## src/rtl/lcd_bus_receiver.sv

```systemverilog
// lcd_bus_receiver: responder end of a 4-bit HD44780-style LCD bus.
// Detects qualified lcd_e strobes and pairs nibbles into bytes. It decodes
// commands and data bytes, and rebuilds the 2x16 display contents on
// line1/line2 (char 0 at [127:120]).
// Optional build macro: LCD_RX_SYNC_EN adds a 2-flop input synchronizer
// for a bus that is not driven from clk.
module lcd_bus_receiver #(
    parameter int MIN_E_HIGH = 2
) (
    input  logic         clk,
    input  logic         rst,
    input  logic         lcd_rs,
    input  logic         lcd_w,
    input  logic         lcd_e,
    input  logic [3:0]   data,
    output logic [127:0] line1,
    output logic [127:0] line2,
    output logic [6:0]   ddram_addr,
    output logic         mode_4bit,
    output logic         cmd_valid,
    output logic [7:0]   cmd_byte,
    output logic         char_valid,
    output logic [7:0]   char_byte,
    output logic         bus_err
);

    localparam logic [7:0] MIN_E = 8'(MIN_E_HIGH);

    typedef enum logic [1:0] {
        ST_INIT8 = 2'd0,
        ST_HI    = 2'd1,
        ST_LO    = 2'd2
    } state_t;

    // ------------------------------------------------------------------
    // Bus inputs, optionally synchronized
    // ------------------------------------------------------------------
    logic       rs_in;
    logic       w_in;
    logic       e_in;
    logic [3:0] data_in;

`ifdef LCD_RX_SYNC_EN
    logic [6:0] sync1_reg;
    logic [6:0] sync2_reg;

    // Two-flop synchronizer on the whole bus.
    always_ff @(posedge clk or posedge rst) begin
        if (rst) begin
            sync1_reg <= 7'd0;
            sync2_reg <= 7'd0;
        end else begin
            sync1_reg <= {lcd_rs, lcd_w, lcd_e, data};
            sync2_reg <= sync1_reg;
        end
    end

    assign {rs_in, w_in, e_in, data_in} = sync2_reg;
`else
    assign {rs_in, w_in, e_in, data_in} = {lcd_rs, lcd_w, lcd_e, data};
`endif

    // ------------------------------------------------------------------
    // Strobe detection
    // ------------------------------------------------------------------
    logic       e_q;
    logic [7:0] high_cnt_reg;
    logic       rs_cap_reg;
    logic       w_cap_reg;
    logic [3:0] data_cap_reg;
    logic       strobe;
    logic       wr_strobe;

    // Track enable level and high time; hold the bus sampled while enable is high.
    always_ff @(posedge clk or posedge rst) begin
        if (rst) begin
            e_q          <= 1'b0;
            high_cnt_reg <= 8'd0;
            rs_cap_reg   <= 1'b0;
            w_cap_reg    <= 1'b0;
            data_cap_reg <= 4'd0;
        end else begin
            e_q <= e_in;
            if (e_q && !e_in) begin
                high_cnt_reg <= 8'd0;
            end else if (e_in && (high_cnt_reg != 8'hFF)) begin
                high_cnt_reg <= high_cnt_reg + 8'd1;
            end
            if (e_in) begin
                rs_cap_reg   <= rs_in;
                w_cap_reg    <= w_in;
                data_cap_reg <= data_in;
            end
        end
    end

    // A falling edge counts only after a long enough high phase.
    assign strobe    = e_q && !e_in && (high_cnt_reg >= MIN_E);
    // Read strobes are invisible to the receiver.
    assign wr_strobe = strobe && !w_cap_reg;

    // ------------------------------------------------------------------
    // Nibble-pairing state machine
    // ------------------------------------------------------------------
    state_t     state_reg;
    state_t     state_next;
    logic [3:0] hi_nib_reg;
    logic       hi_rs_reg;
    logic       exec_cmd;
    logic       exec_data;
    logic [7:0] exec_byte;
    logic       proto_err;
    logic       set_4bit;
    logic       store_hi;

    // State register.
    always_ff @(posedge clk or posedge rst) begin
        if (rst) begin
            state_reg <= ST_INIT8;
        end else begin
            state_reg <= state_next;
        end
    end

    // Next state and per-strobe actions.
    always_comb begin
        state_next = state_reg;
        exec_cmd   = 1'b0;
        exec_data  = 1'b0;
        exec_byte  = 8'h00;
        proto_err  = 1'b0;
        set_4bit   = 1'b0;
        store_hi   = 1'b0;
        case (state_reg)
            ST_INIT8: begin
                if (wr_strobe) begin
                    exec_cmd  = 1'b1;
                    exec_byte = {data_cap_reg, 4'h0};
                    if ((data_cap_reg == 4'h2) && !rs_cap_reg) begin
                        set_4bit   = 1'b1;
                        state_next = ST_HI;
                    end
                end
            end
            ST_HI: begin
                if (wr_strobe) begin
                    store_hi   = 1'b1;
                    state_next = ST_LO;
                end
            end
            ST_LO: begin
                if (wr_strobe) begin
                    state_next = ST_HI;
                    if (rs_cap_reg != hi_rs_reg) begin
                        proto_err = 1'b1;
                    end else begin
                        exec_byte = {hi_nib_reg, data_cap_reg};
                        exec_cmd  = !rs_cap_reg;
                        exec_data = rs_cap_reg;
                    end
                end
            end
            default: state_next = ST_INIT8;
        endcase
    end

    // ------------------------------------------------------------------
    // Command decode and address counter
    // ------------------------------------------------------------------
    logic [6:0] addr_reg;
    logic [6:0] addr_next;
    logic       id_reg;
    logic       id_next;
    logic       clear_rows;
    logic       wr_row0;
    logic       wr_row1;

    // Address step that skips the unused DDRAM gaps between the two rows.
    function automatic logic [6:0] step_addr(input logic [6:0] a, input logic inc);
        logic [6:0] r;
        if (inc) begin
            if (a == 7'h27)      r = 7'h40;
            else if (a == 7'h67) r = 7'h00;
            else                 r = a + 7'd1;
        end else begin
            if (a == 7'h00)      r = 7'h67;
            else if (a == 7'h40) r = 7'h27;
            else                 r = a - 7'd1;
        end
        return r;
    endfunction

    // Decode the executed byte into address / entry-mode updates.
    always_comb begin
        addr_next  = addr_reg;
        id_next    = id_reg;
        clear_rows = 1'b0;
        if (exec_cmd) begin
            if (exec_byte[7]) begin
                addr_next = exec_byte[6:0];
            end else if (exec_byte[6:3] == 4'd0) begin
                if (exec_byte[2]) begin
                    id_next = exec_byte[1];
                end else if (exec_byte[1]) begin
                    addr_next = 7'h00;
                end else if (exec_byte[0]) begin
                    addr_next  = 7'h00;
                    id_next    = 1'b1;
                    clear_rows = 1'b1;
                end
            end
        end
        if (exec_data) begin
            addr_next = step_addr(addr_reg, id_reg);
        end
    end

    assign wr_row0 = exec_data && (addr_reg[6:4] == 3'b000);
    assign wr_row1 = exec_data && (addr_reg[6:4] == 3'b100);

    // Control registers, nibble holding and output pulses.
    always_ff @(posedge clk or posedge rst) begin
        if (rst) begin
            hi_nib_reg     <= 4'd0;
            hi_rs_reg      <= 1'b0;
            addr_reg       <= 7'h00;
            id_reg         <= 1'b1;
            mode_4bit      <= 1'b0;
            cmd_valid      <= 1'b0;
            cmd_byte       <= 8'h00;
            char_valid     <= 1'b0;
            char_byte      <= 8'h00;
            bus_err        <= 1'b0;
        end else begin
            if (store_hi) begin
                hi_nib_reg <= data_cap_reg;
                hi_rs_reg  <= rs_cap_reg;
            end
            addr_reg   <= addr_next;
            id_reg     <= id_next;
            if (set_4bit) begin
                mode_4bit <= 1'b1;
            end
            cmd_valid  <= exec_cmd;
            char_valid <= exec_data;
            bus_err    <= proto_err;
            if (exec_cmd) begin
                cmd_byte <= exec_byte;
            end
            if (exec_data) begin
                char_byte <= exec_byte;
            end
        end
    end

    assign ddram_addr = addr_reg;

    // ------------------------------------------------------------------
    // Display cells: 16 per row, packed char 0 first
    // ------------------------------------------------------------------
    for (genvar gi = 0; gi < 16; gi++) begin : g_cell
        logic [7:0] row0_reg;
        logic [7:0] row1_reg;

        // One cell per row; cleared to space, written when the address hits it.
        always_ff @(posedge clk or posedge rst) begin
            if (rst) begin
                row0_reg <= 8'h20;
                row1_reg <= 8'h20;
            end else if (clear_rows) begin
                row0_reg <= 8'h20;
                row1_reg <= 8'h20;
            end else begin
                if (wr_row0 && (addr_reg[3:0] == 4'(gi))) begin
                    row0_reg <= exec_byte;
                end
                if (wr_row1 && (addr_reg[3:0] == 4'(gi))) begin
                    row1_reg <= exec_byte;
                end
            end
        end

        assign line1[127-8*gi -: 8] = row0_reg;
        assign line2[127-8*gi -: 8] = row1_reg;
    end

endmodule

```

## config.mk

```make
export PLATFORM = sky130hd
export DESIGN_NAME = lcd_bus_receiver
export DESIGN_NICKNAME = d
export VERILOG_FILES = /design/src/rtl/lcd_bus_receiver.sv
export SDC_FILE = /design/constraint.sdc
export NUM_CORES = 1
export LEC_CHECK = 0
export BUFFER_PORTS_ARGS = -buffer_cell sky130_fd_sc_hd__buf_2
export CORE_ASPECT_RATIO = 1.1
export CORE_UTILIZATION = 30
export DETAILED_ROUTE_END_ITERATION = 7
export GPL_TIMING_DRIVEN = 0
export PLACE_DENSITY = 0.61
export SYNTH_ARGS = -nofsm -noshare
export SYNTH_HDL_FRONTEND = slang
export SYNTH_SLANG_ARGS = --single-unit
```

## constraint.sdc

```tcl
create_clock -name clk -period 13.9 [get_ports clk]
set_input_delay 0.695 -clock clk [delete_from_list [all_inputs] [get_ports clk]]
set_output_delay 0.695 -clock clk [all_outputs]
set_load 0.005 [all_outputs]
```

* Yosys cells after proc, flatten, opt, wreduce, memory -nomap -nowiden
Cells that the tools add are included.
** Cells by class
- Add/sub/neg operators :: 3
- $mul :: 0
- Divide/modulo/power cells :: 0
- $lt $le $gt $ge :: 1
- Equal/unequal tests :: 30
- Shift operators :: 0
- Mux-type cells :: 110
- Bitwise logic cells :: 1
- Reductions and logical operators :: 87
** Operators with widths (count)
- $mux 8 :: 69
- $mux 7 :: 12
- $reduce_bool 2->1 :: 35
- $logic_and 1x1->1 :: 39
- $eq 4x4->1 const B :: 8
- $mux 1 :: 22
- $eq 4x3->1 const B :: 4
- $pmux 8 s2 :: 1
- $eq 7x7->1 const B :: 2
- $eq 4x2->1 const B :: 3
- $add 8x1->8 const B :: 1
- $ge 8x2->1 const B :: 1
- $logic_not 4->1 :: 2
- $mux 2 :: 4
- $ne 2x2->1 const B :: 4
- $ne 8x8->1 const B :: 1
- $reduce_and 4->1 :: 2
- $add 7x1->7 const B :: 1
- $eq 7x6->1 const B :: 1
- $logic_not 7->1 :: 1
- $sub 7x1->7 const B :: 1
- $pmux 2 s3 :: 1
- $reduce_and 5->1 :: 1
- $eq 4x1->1 const B :: 1
- other kinds (13) :: 15
** Word-level totals
- Bits in registers :: 306
- Latch bits :: 0
- Bits in writable memories :: 0
- Memory bits (read-only) :: 0
- Input port bits :: 9
- Output and inout port bits :: 283
- Word-level logic and storage cells :: 280
- Memories kept :: 0

* Depth between registers and ports, before layout
Gate-level depths: netlist of the first run.
- Word-level depth :: 13
- Gate-level depth with buffers :: 13

* Worst setup path after synthesis of the first run
Ideal clock, no wire load.
- Path kind :: register to register
- Start :: register rs_cap_reg
- End :: register g_cell[15].row0_reg[3]
- Library setup time :: 0.145 ns
- Data arrival time :: 2.447 ns
- Path slack :: 11.307 ns
- Cell stages (with the launch flop) :: 13
- Buffers on the path :: 4
- Clock period less this slack :: 2.593 ns
- Cells stage by stage :: dfrtp_1 inv_1 ha_1 nor4bb_1 o211a_1 buf_2 nor3b_1 o2111ai_2 buf_6 buf_6 buf_6 nand3_1 o21ai_0
** Between the ends
- Cells in the longest elaborated chain, start to end :: 11
- Elaborated cells on any way between the ends :: 23
** RTL lines
- from (decl) :: RTL line 68 : logic rs_cap_reg;
- from (signal assigned) :: RTL line 90 : rs_cap_reg <= rs_in;
- $ne 1x1->1 :: RTL line 154 : if (rs_cap_reg != hi_rs_reg) begin
- $mux 8 :: RTL line 154
- $mux 8 :: RTL line 152 : if (wr_strobe) begin
- $pmux 8 s2 :: RTL line 134 : case (state_reg)
- $mux 1 :: RTL line 206 : end else if (exec_byte[0]) begin
- $mux 1 :: RTL line 204 : end else if (exec_byte[1]) begin
- $mux 1 :: RTL line 202 : if (exec_byte[2]) begin
- $mux 1 :: RTL line 201 : end else if (exec_byte[6:3] == 4'd0) begin
- $mux 1 :: RTL line 199 : if (exec_byte[7]) begin
- $mux 1 :: RTL line 198 : if (exec_cmd) begin
- $mux 8 / $reduce_bool 2->1 (equally long branches)
- to (signal assigned) :: RTL line 275 : row0_reg <= exec_byte;
- to (decl) :: RTL line 262 : logic [7:0] row0_reg;
Parallel ways exist; a longest one is shown, timed or not. The select of a mux whose other input is x is not followed.
A chain may end at the register's enable or synchronous reset.

* Worst setup path in the final report of the first run
- Start :: register rs_cap_reg
- End :: register g_cell[15].row1_reg[6]
** Between the ends
- Cells in the longest elaborated chain, start to end :: 11
- Elaborated cells on any way between the ends :: 23
** RTL lines
- $ne 1x1->1 :: RTL line 154
- $mux 8 :: RTL line 154
- $mux 8 :: RTL line 152
- $pmux 8 s2 :: RTL line 134
- $mux 1 :: RTL line 206
- $mux 1 :: RTL line 204
- $mux 1 :: RTL line 202
- $mux 1 :: RTL line 201
- $mux 1 :: RTL line 199
- $mux 1 :: RTL line 198
- $mux 8 / $reduce_bool 2->1 (equally long branches)
- to (signal assigned) :: RTL line 278 : row1_reg <= exec_byte;
- to (decl) :: RTL line 263 : logic [7:0] row1_reg;
Parallel ways exist; a longest one is shown, timed or not. The select of a mux whose other input is x is not followed.

==> results.cfg, run 1 <==
[status]
status = finished clean

[setup_path]
worstPathMaxFanout = 10
end_kind = flip-flop
worstSetupPathType = flip-flop to flip-flop
critPathLaunchType = flip-flop
arrival_ns = 3.90
startpoint = rs_cap_reg
r2r-start = rs_cap_reg
cp.required_ns = 14.29

[synth]
ys_warn_count = 0
synth_cell_type_count = 68
synthMuxAreaShare_pct = 3.61
synthArstFlopShare_pct = 100
synth_simple_gate_area_share_pct = 16.9
syn-num-nets = 1300
syn-instance-count = 1282
synth-main-ff-cell = dfrtp_1
synth_edf_count = 0
synth-seq-cells = 306
seq_area_frac_synth_pct = 58.8
synth_compound_area_share_pct = 14.0
syn_area_per_cell_um2 = 10.2
synth_area_um2 = 13100
synth_xor_area_share_pct = 0.602
synth_top_family_by_area = simple AND/OR/NAND/NOR gates
synthAdderAreaFrac_pct = 0.861

[die]
fp.coreArea_um2 = 42700
die_w_um = 201
row_count = 79
dieArea_um2 = 44500
io_pins = 292
initial_core_util_pct = 30.6
fp.dieH_um = 221

[clocking]
cts.sinks = 306
holdBufCountCts = 0
clk_path_buf_depth = 3
cts_resized = 0
cts_tree = yes
cts_buffers = 35
clock_latency_ns = 0.54
post_cts_buffers = 0
clockRootBuffer = clkbuf_16
clk_pin_slew_ns = 0.06
h-tree-depth = 2

[detailed_routing]
via_count = 11414
wl_per_cell_um = 21.5
drtAntennaViolNets = 0
vias_per_cell = 5.17
drc_errors = 0
drt_iter0_drc = 743
wl_um = 47400
firstDrtPassIters = 7

[place]
dp_hpwl_um = 34700
gp_congestion = 0.908
preCtsSetupSlack_ns = 10.42
portBuffers = 291
placed_area_um2 = 15300

[pwr]
ir_drop_mv = 0.0702
power_leakage_nw = 8.30
finalPower_mw = 2.17
cellPowerDensity_nw_per_um2 = 132

[grt]
grt_max_degree = 122
grt_use_total_pct = 21.0
grt_pass1_wl_um = 70300
grt-ovfl-total = 0
antenna_found_initial = 0
grt_pass1_vias = 10694

[sta]
worst_slew_pin_slew_ns = 1.03
min_period_over_period_pct = 25.3
postLayoutSetupSlackWorst_ns = 10.39
finalSetupTns_ns = 0
hold_viol_final = 0
fin_worst_skew_ns = 0.0147
rsz0062_at_grt = no
post-route-min-period_ns = 3.51
finalSetupViolCount = 0
final_max_slew_viol_count = 0
clock.fmax_mhz = 285
slew_headroom_pct = 31.0

[min_path]
hold_class = primary input to asynchronous set/reset pin

[finish]
drive_gt1_share_pct = 27.8
finalInstanceArea_um2 = 16500
layout.nets = 1631
synthToLayoutAreaGrowth_pct = 25.9
n_antenna_cell = 0

[flow_run]
max_cap_viol_count = 0
## path summary, 6_finish.rpt
path / cells after the start / slack [ns] / to
min in group clk: 3 / 0.37 / rs_cap_reg
max: 12 / 10.39 / g_cell[15].row1_reg[6]
min: 2 / 0.25 / g_cell[1].row0_reg[1]
max in group asynchronous: 3 / 12.56 / g_cell[9].row1_reg[4]
min reg2reg: 2 / 0.48 / char_byte[7]
max reg2reg: 12 / 10.39 / g_cell[15].row1_reg[6]
## power breakdown
group          internal [mW]  total (mW)  switching (mW)
registers              0.928       0.962          0.0338
clock network          0.550       0.925           0.375
logic                 0.0852       0.285           0.200
total                   1.56        2.17           0.608
## stage by stage
step | instances | hold slack, ns | util [%]
after floorplan | 1282 | 0.466 | -
after global placement | 2140 | 0.459 | 35.7
after detailed placement | 2143 | 0.465 | 35.9
after CTS | 2206 | 0.267 | 38.6
after global routing | 2206 | 0.306 | 38.6
final | 2206 | 0.249 | 38.6
## layer usage
metal | wire length [um] | GRT usage (%) | vias to the layer above
met1 | 19500 | 26.8 | 5640
met3 | 3480 | 5.43 | 100
li1 | - | - | 5223
met2 | 22300 | 33.5 | 451
met5 | 0 | 0 | -
met4 | 2120 | 9.21 | 0
## final cells by class
class / count / area (um2)
fillers: 4362 / 26200
flip-flops and latches: 306 / 7700
multi-input cells: 837 / 4720
repair buffers: 294 / 1520
clock buffers: 53 / 1070
well taps: 567 / 709
plain buffers: 124 / 613
clock inverters: 10 / 86.3
inverters: 15 / 63.8
## kinds of logic (layout without fill, tap and decap cells)
group	after synthesis	after routing
buffers and inverters	139	496
adders and majority gates	9	9
and+or+nand+nor	448	448
xor gates and xnor gates	9	9
AOI/OAI and AO/OA	326	326
muxes	45	45
DFF	306	306
## placed cells by master, fill, tap and decap left out, types with 3 or more instances in the layout
cell	n
xor2_1	5
o21ai_1	50
buf_2	325
dfstp_2	33
clkbuf_8	8
inv_1	13
a41oi_1	3
buf_6	13
nand2_1	96
or4_1	4
o211a_1	3
o21ai_0	170
clkbuf_16	37
clkbuf_1	80
ha_1	9
dfrtp_1	273
a21o_1	4
nor3_1	8
a31oi_1	9
a211oi_1	4
o31ai_1	6
a31o_2	5
mux2i_1	36
a21oi_1	46
nor3b_1	4
nand3_1	249
buf_1	3
nor2_1	39
mux2_2	8
and2_1	9
and3_1	4
clkinv_2	6
nand4_1	7
nor2b_1	8
buf_4	3
xnor2_1	4
## critical path, cell delays in order, from the launching register on
cell       delay [ns]
dfrtp_1          0.39
inv_1            0.08
ha_1             0.41
nor4bb_1         0.59
o211a_1          0.23
buf_2            0.29
nor3b_1          0.35
o2111ai_2        0.24
buf_6            0.22
buf_6            0.18
buf_6            0.16
nand3_1          0.08
o21ai_0          0.10
## cells in the mapped netlist, drive strengths merged, types with 6 or more instances
cell,count,area share [%]
mux2,8,0.69
buf,52,2.6
dfrtp,273,52
inv,15,0.43
a21oi,46,1.8
nor2b,8,0.38
clkbuf,72,2.1
nand2,96,2.8
o31ai,6,0.34
nor2,39,1.1
nor3b,6,0.47
a31o,7,0.47
nor3,8,0.31
nand4,7,0.33
ha,9,0.86
o21ai,220,8.4
and2,10,0.48
mux2i,36,2.8
a31oi,9,0.43
nand3,250,9.6
dfstp,33,6.6
Power figures use the tool's default switching activity.
==> run 2, diff against run 1 <==
- ABC_AREA: default -> 1
- PLACE_DENSITY: 0.61 -> 0.63
- clock period: 13.9 -> 3.2 ns (I/O delays scaled with it)
==> run 2 against run 1 <==
  * Global-route usage is 1.5 points lower
  * Critical path type unchanged
  * Critical path depth is 2 lower
  * First-iteration DRC count is 11% lower
  * Non-clock buffer count is 8 lower
  * Clock skew is 0.0088 ns higher
  * Clock power grew to 4.5 times the previous value
  * Sequential share of layout area is 1.0 points lower
  * Die area is 1.1% higher
  * Total power grew to 4.1 times the previous value
  * Via count is 2.5% higher
  * Sequential power grew to 4.2 times the previous value
  * Fmax is 23% higher
==> results.cfg, run 2 <==
[status]
status = finished clean

[finish]
multi_input_area_um2 = 4550
synthToLayoutAreaGrowth_pct = 27.3
final_cell_mix = buf_2, nand3_1, nand2_1
fill_cells = 4416
layout.nets = 1840
final_common_cell = buf_2
layout.area.seq_um2 = 7700
drive_gt1_share_pct = 26.1
n_antenna_cell = 0
layout.cells.non_filler = 2422

[clocking]
h-tree-depth = 2
clk_pin_slew_ns = 0.07
cts_tree = yes
clk_path_buf_depth = 3
clockRootBuffer = clkbuf_16
clock_latency_ns = 0.55
cts.sinks = 306
cts_buffers = 34

[synth]
ys_warn_count = 0
syn-num-nets = 1497
synthAdderAreaFrac_pct = 0.851
synth_edf_count = 0
seq_area_frac_synth_pct = 58.2
synth_common_cells = nand3_1, nand2_1, dfrtp_1
synth-seq-cells = 306
synth_xor_area_share_pct = 0.728
synth_top_family_by_area = simple AND/OR/NAND/NOR gates
synth_area_um2 = 13200
syn_area_per_cell_um2 = 8.95
synthDominantCellAreaShare_pct = 51.6
synth_cell_type_count = 37
yosysMostFrequentCell = nand3_1
ys_top_cells_by_area = dfrtp_1, nand3_1, nand2_1
synthArstFlopShare_pct = 100
synthMuxAreaShare_pct = 0
synth_simple_gate_area_share_pct = 24.0
synth.largest_area_cell = dfrtp_1
synth_compound_area_share_pct = 8.77
syn-instance-count = 1479
synth-main-ff-cell = dfrtp_1

[setup_path]
crit_slowest_cell = clkbuf_1
critPathLaunchType = flip-flop
cp.required_ns = 3.58
crit_path_max_incr_delay_ns = 0.72
worstPathMaxFanout = 10
r2r-start = high_cnt_reg[0]
startpoint = high_cnt_reg[0]
cp-endpoint = char_byte[1]
cp_cell_sequence = inv_1 -> ha_1 -> nor2_1 -> nand2_1 -> nor2_4 -> nor2_8 -> nand3_1 -> clkbuf_1 -> clkbuf_1 -> o21ai_0
ff2ff_setup_slack_ns = 0.35
worstSetupPathType = flip-flop to flip-flop
path_common_cell = clkbuf_1
end_kind = flip-flop
r2r-end = char_byte[1]
arrival_ns = 3.23
reg2regPathDepth = 10

[sta]
clock.fmax_mhz = 350
fin_worst_skew_ns = 0.0235
rsz0062_at_grt = no
post-route-min-period_ns = 2.85
hold_viol_final = 0
slew_headroom_pct = 41.5
min_period_over_period_pct = 89.2
finalSetupViolCount = 0
final_max_slew_viol_count = 0
worst_slew_pin_slew_ns = 0.877

[die]
initial_core_util_pct = 30.5
die_w_um = 202
fp.dieH_um = 222
io_pins = 292
row_count = 80
fp.coreArea_um2 = 43400
dieArea_um2 = 45000

[place]
dpl.cell_count = 2352
portBuffers = 291
gp_congestion = 0.843
dp_hpwl_um = 32500

[detailed_routing]
drt_iter0_drc = 663
drtAntennaViolNets = 0
wl_um = 44300
via_count = 11701
vias_per_cell = 4.83
wl_per_cell_um = 18.3
firstDrtPassIters = 5
drc_errors = 0

[grt]
busiest_layer = met2
grtUsageMet3_pct = 4.09
antenna_found_initial = 0
grt_pass1_wl_um = 67100
grt_max_degree = 45
grt-ovfl-total = 0
gr-usage-met1_pct = 25.0
grt_use_total_pct = 19.5
gr-usage-met2_pct = 32.5
grt_pass1_vias = 11422

[pwr]
cellPowerDensity_nw_per_um2 = 523
swShare_pct = 24.7
clock_power_share_pct = 46.8
switchingPower_mw = 2.18
ir_drop_mv = 0.331
power_leakage_nw = 9.05
p_comb_share_pct = 7.5
power.internal_mw = 6.64
pwr-share-seq_pct = 45.8
finalPower_mw = 8.82

[flow_run]
max_cap_viol_count = 0

[min_path]
hold_class = primary input to asynchronous set/reset pin
-- run 2: cell types whose count changed in the layout (fill, tap and decap cells not counted), sizes merged, moves of 20 or more --
cell	delta
clkbuf	-28
mux2i	-36
o21ai	-20
nand2	+205
nand3	+81
inv	+117
a21oi	-38
-- run 2: worst min path at each step --
| stage | slack [ns] | end | start | cells after the start |
|---|---|---|---|---|
| after global placement | 0.34 | e_q | lcd_e | 1 |
| after global routing | 0.17 | g_cell[14].row0_reg[0] | rst | 3 |
| after detailed placement | 0.19 | g_cell[14].row1_reg[2] | rst | 2 |
| after CTS | 0.13 | g_cell[14].row1_reg[2] | rst | 3 |
| final | 0.17 | g_cell[14].row0_reg[0] | rst | 3 |
| after floorplan | 0.19 | e_q | lcd_e | 0 |
-- run 2: logic make-up after synthesis --
family / after synthesis
simple gates: 692
flops: 306
buf+inv: 236
compound gates: 225
xor+xnor: 11
fa+ha+maj: 9
-- run 2: critical path, delay by kind of cell (launching register included) --
family | cells | cell delay (ns)
simple gates | 5 | 0.56
fa+ha+maj | 1 | 0.21
buf+inv | 3 | 1.34
compound gates | 1 | 0.18
flops | 1 | 0.40
-- run 2: metal layers --
| metal | share of wire [%] | up-vias |
|---|---|---|
| met5 | 0 | - |
| met4 | 3.0 | 0 |
| met3 | 5.6 | 68 |
| met2 | 48 | 352 |
| met1 | 43 | 5692 |
| li1 | - | 5589 |
-- run 2: power groups by stage --
stage,clock [mW],sequential [mW],combinational [mW]
after global placement,0,4.10,0.622
after global routing,4.37,4.04,0.742
after floorplan,0,4.10,0.424
final,4.12,4.04,0.658
after detailed placement,0,4.10,0.659
after CTS,4.22,4.04,0.669
-- run 2: final cells by class --
| cell class | count | area share [%] |
|---|---|---|
| clock buffers | 49 | 6.06 |
| plain buffers | 103 | 2.93 |
| clock inverters | 13 | 0.951 |
| repair buffers | 307 | 10.1 |
| flip-flops and latches | 306 | 45.7 |
| inverters | 133 | 3.00 |
| multi-input cells | 937 | 27.0 |
| well taps | 574 | 4.26 |
-- run 2: timing repair --
action	CTS	global route
buffers inserted	0	0
setup endpoints to repair	0	94
endpoints found under the hold margin	98	0
gates resized for setup	0	4
hold buffers	8	0
-- run 2: metrics by stage --
stage	setup slack, ns	setup TNS [ns]	util (%)	hold slack, ns	cell area, um2
floorplan	-1.00	-274.10	-	0.191	13200
global placement	-2.85	-803.84	35.5	0.343	15400
detailed placement	0.105	0	35.8	0.187	15600
CTS	0.0990	0	38.8	0.130	16800
global route	0.0460	0	38.8	0.174	16800
finish	0.346	0	38.8	0.165	16800
==> run 3, diff against run 2 <==
- ABC_CLOCK_PERIOD_IN_PS: default -> 3200
- CTS_BUF_LIST: default -> sky130_fd_sc_hd__clkbuf_4 sky130_fd_sc_hd__clkbuf_8
==> run 3 against run 2 <==
  * Cell area is 0.20% higher
  * Core utilization is 0.078 points higher
  * Cell count is 1.4% higher
  * Fmax is 0.73% higher
  * First-iteration DRC count is 16% lower
  * Global-route usage hardly changed
  * Non-clock buffer count stayed put
  * Via count is 1.1% higher
  * Register-to-register slack better by 0.02 ns
  * Clock-buffer cell count is 28 higher
  * Hold slack worse by 0.073 ns
  * Critical endpoint is now cmd_byte[1]
==> results.cfg, run 3 (same netlist as run 2, synthesis figures left out) <==
[setup_path]
critPathLaunchType = flip-flop
ff2ff_setup_slack_ns = 0.37
end_kind = flip-flop
worstSetupPathType = flip-flop to flip-flop
reg2regPathDepth = 10
crit_path_max_incr_delay_ns = 0.72
path_common_cell = clkbuf_1
cp_cell_sequence = inv_1 -> ha_1 -> nor2_1 -> nand2_1 -> nor2_4 -> nor2_8 -> nand3_1 -> clkbuf_1 -> clkbuf_1 -> o21ai_0
arrival_ns = 3.29
cp.required_ns = 3.66
r2r-start = high_cnt_reg[0]
crit_slowest_cell = clkbuf_1
r2r-end = cmd_byte[1]
worstPathMaxFanout = 10

[detailed_routing]
firstDrtPassIters = 5
wl_um = 44500
drc_errors = 0
drtAntennaViolNets = 0
wl_per_cell_um = 18.1
drt_iter0_drc = 558
vias_per_cell = 4.82
via_count = 11826

[finish]
finalInstanceArea_um2 = 16900
drive_gt1_share_pct = 27.8
n_antenna_cell = 0
layout.nets = 1858
synthToLayoutAreaGrowth_pct = 27.6
final_common_cell = buf_2
final_cell_mix = buf_2, nand3_1, nand2_1

[sta]
finalSetupViolCount = 0
worst_slew_pin_slew_ns = 0.866
rsz0062_at_grt = no
finalSetupTns_ns = 0
min_period_over_period_pct = 88.5
fin_worst_skew_ns = 0.0246
post-route-min-period_ns = 2.83
slew_headroom_pct = 42.3
hold_viol_final = 0
whs_ns = 0.0927
final_max_slew_viol_count = 0
clock.fmax_mhz = 353

[die]
dieArea_um2 = 45000
fp.coreArea_um2 = 43400
die_w_um = 202
io_pins = 292
initial_core_util_pct = 30.5
fp.dieH_um = 222
row_count = 80

[grt]
grt_use_total_pct = 19.6
grt_pass1_vias = 11609
grt-ovfl-total = 0
grt_pass1_wl_um = 67400
antenna_found_initial = 0
grt_max_degree = 45

[place]
placed_area_um2 = 15600
portBuffers = 291
gp_congestion = 0.843
dp_hpwl_um = 32500

[min_path]
hold_class = primary input to asynchronous set/reset pin

[clocking]
cts.sinks = 306
cts_tree = yes
clk_pin_slew_ns = 0.06
clk_path_buf_depth = 3
post_cts_buffers = 0
h-tree-depth = 2
clockRootBuffer = clkbuf_8
clock_latency_ns = 0.63
cts_buffers = 52

[pwr]
cellPowerDensity_nw_per_um2 = 519
ir_drop_mv = 0.300
finalPower_mw = 8.76
power_leakage_nw = 9.13

[flow_run]
max_cap_viol_count = 0

[status]
status = finished clean
==> run 3: through the flow <==
stage	instances	setup slack (ns)	utilization, %
5_1_grt	2455	0.0316	38.9
3_3_place_gp	2344	-2.85	35.5
4_1_cts	2455	0.114	38.8
6_report	2455	0.367	38.9
2_1_floorplan	1479	-1.00	-
3_5_place_dp	2352	0.105	35.8
==> run 3: how the worst max path moves through the flow <==
stage | from | to | slack (ns)
after detailed placement | rs_cap_reg | g_cell[10].row1_reg[7] | 0.10
after CTS | rs_cap_reg | g_cell[10].row1_reg[7] | 0.11
after floorplan | rst | bus_err | -1.00
after global routing | high_cnt_reg[0] | g_cell[14].row1_reg[7] | 0.03
final | high_cnt_reg[0] | cmd_byte[1] | 0.37
after global placement | rst | g_cell[5].row0_reg[0] | -2.85
==> run 3: cell type report <==
cell class | instances | area (um2)
fill | 4406 | 26600
clock buffer | 77 | 991
timing repair buffer | 307 | 1700
buffer | 103 | 493
multi-input combinational | 937 | 4550
sequential | 306 | 7700
clock inverter | 18 | 224
tap | 574 | 718
inverter | 133 | 505
==> run 3: report_power, final <==
part           switching [mW]  leakage [nW]  internal, mW
sequential             0.0740          4.14          3.96
clock                    1.67         0.640          2.39
combinational           0.465          4.35         0.193
total                    2.20          9.13          6.55
==> run 3: worst max-delay path, delay by kind of cell (launching register included) <==
family / cells / cell delay (ns)
AND/OR/NAND/NOR: 5 / 0.56
AO/OA/AOI/OAI: 1 / 0.17
buffers and inverters: 3 / 1.34
flip-flops: 1 / 0.39
adder cells (fa/ha/maj): 1 / 0.21
==> run 3: layer usage <==
layer  wire [um]  GRT usage, %  part of all wire [%]
met1       18900          24.6                    43
met2       21400          32.8                    48
met5           0             0                     0
met4        1380          7.06                   3.1
met3        2750          4.47                   6.2
==> run 3: repair_timing <==
item                       CTS  global route
hold buffers                 8             0
setup endpoints to repair    0            80
gates resized for setup      0             4
hold endpoints to repair    99             0
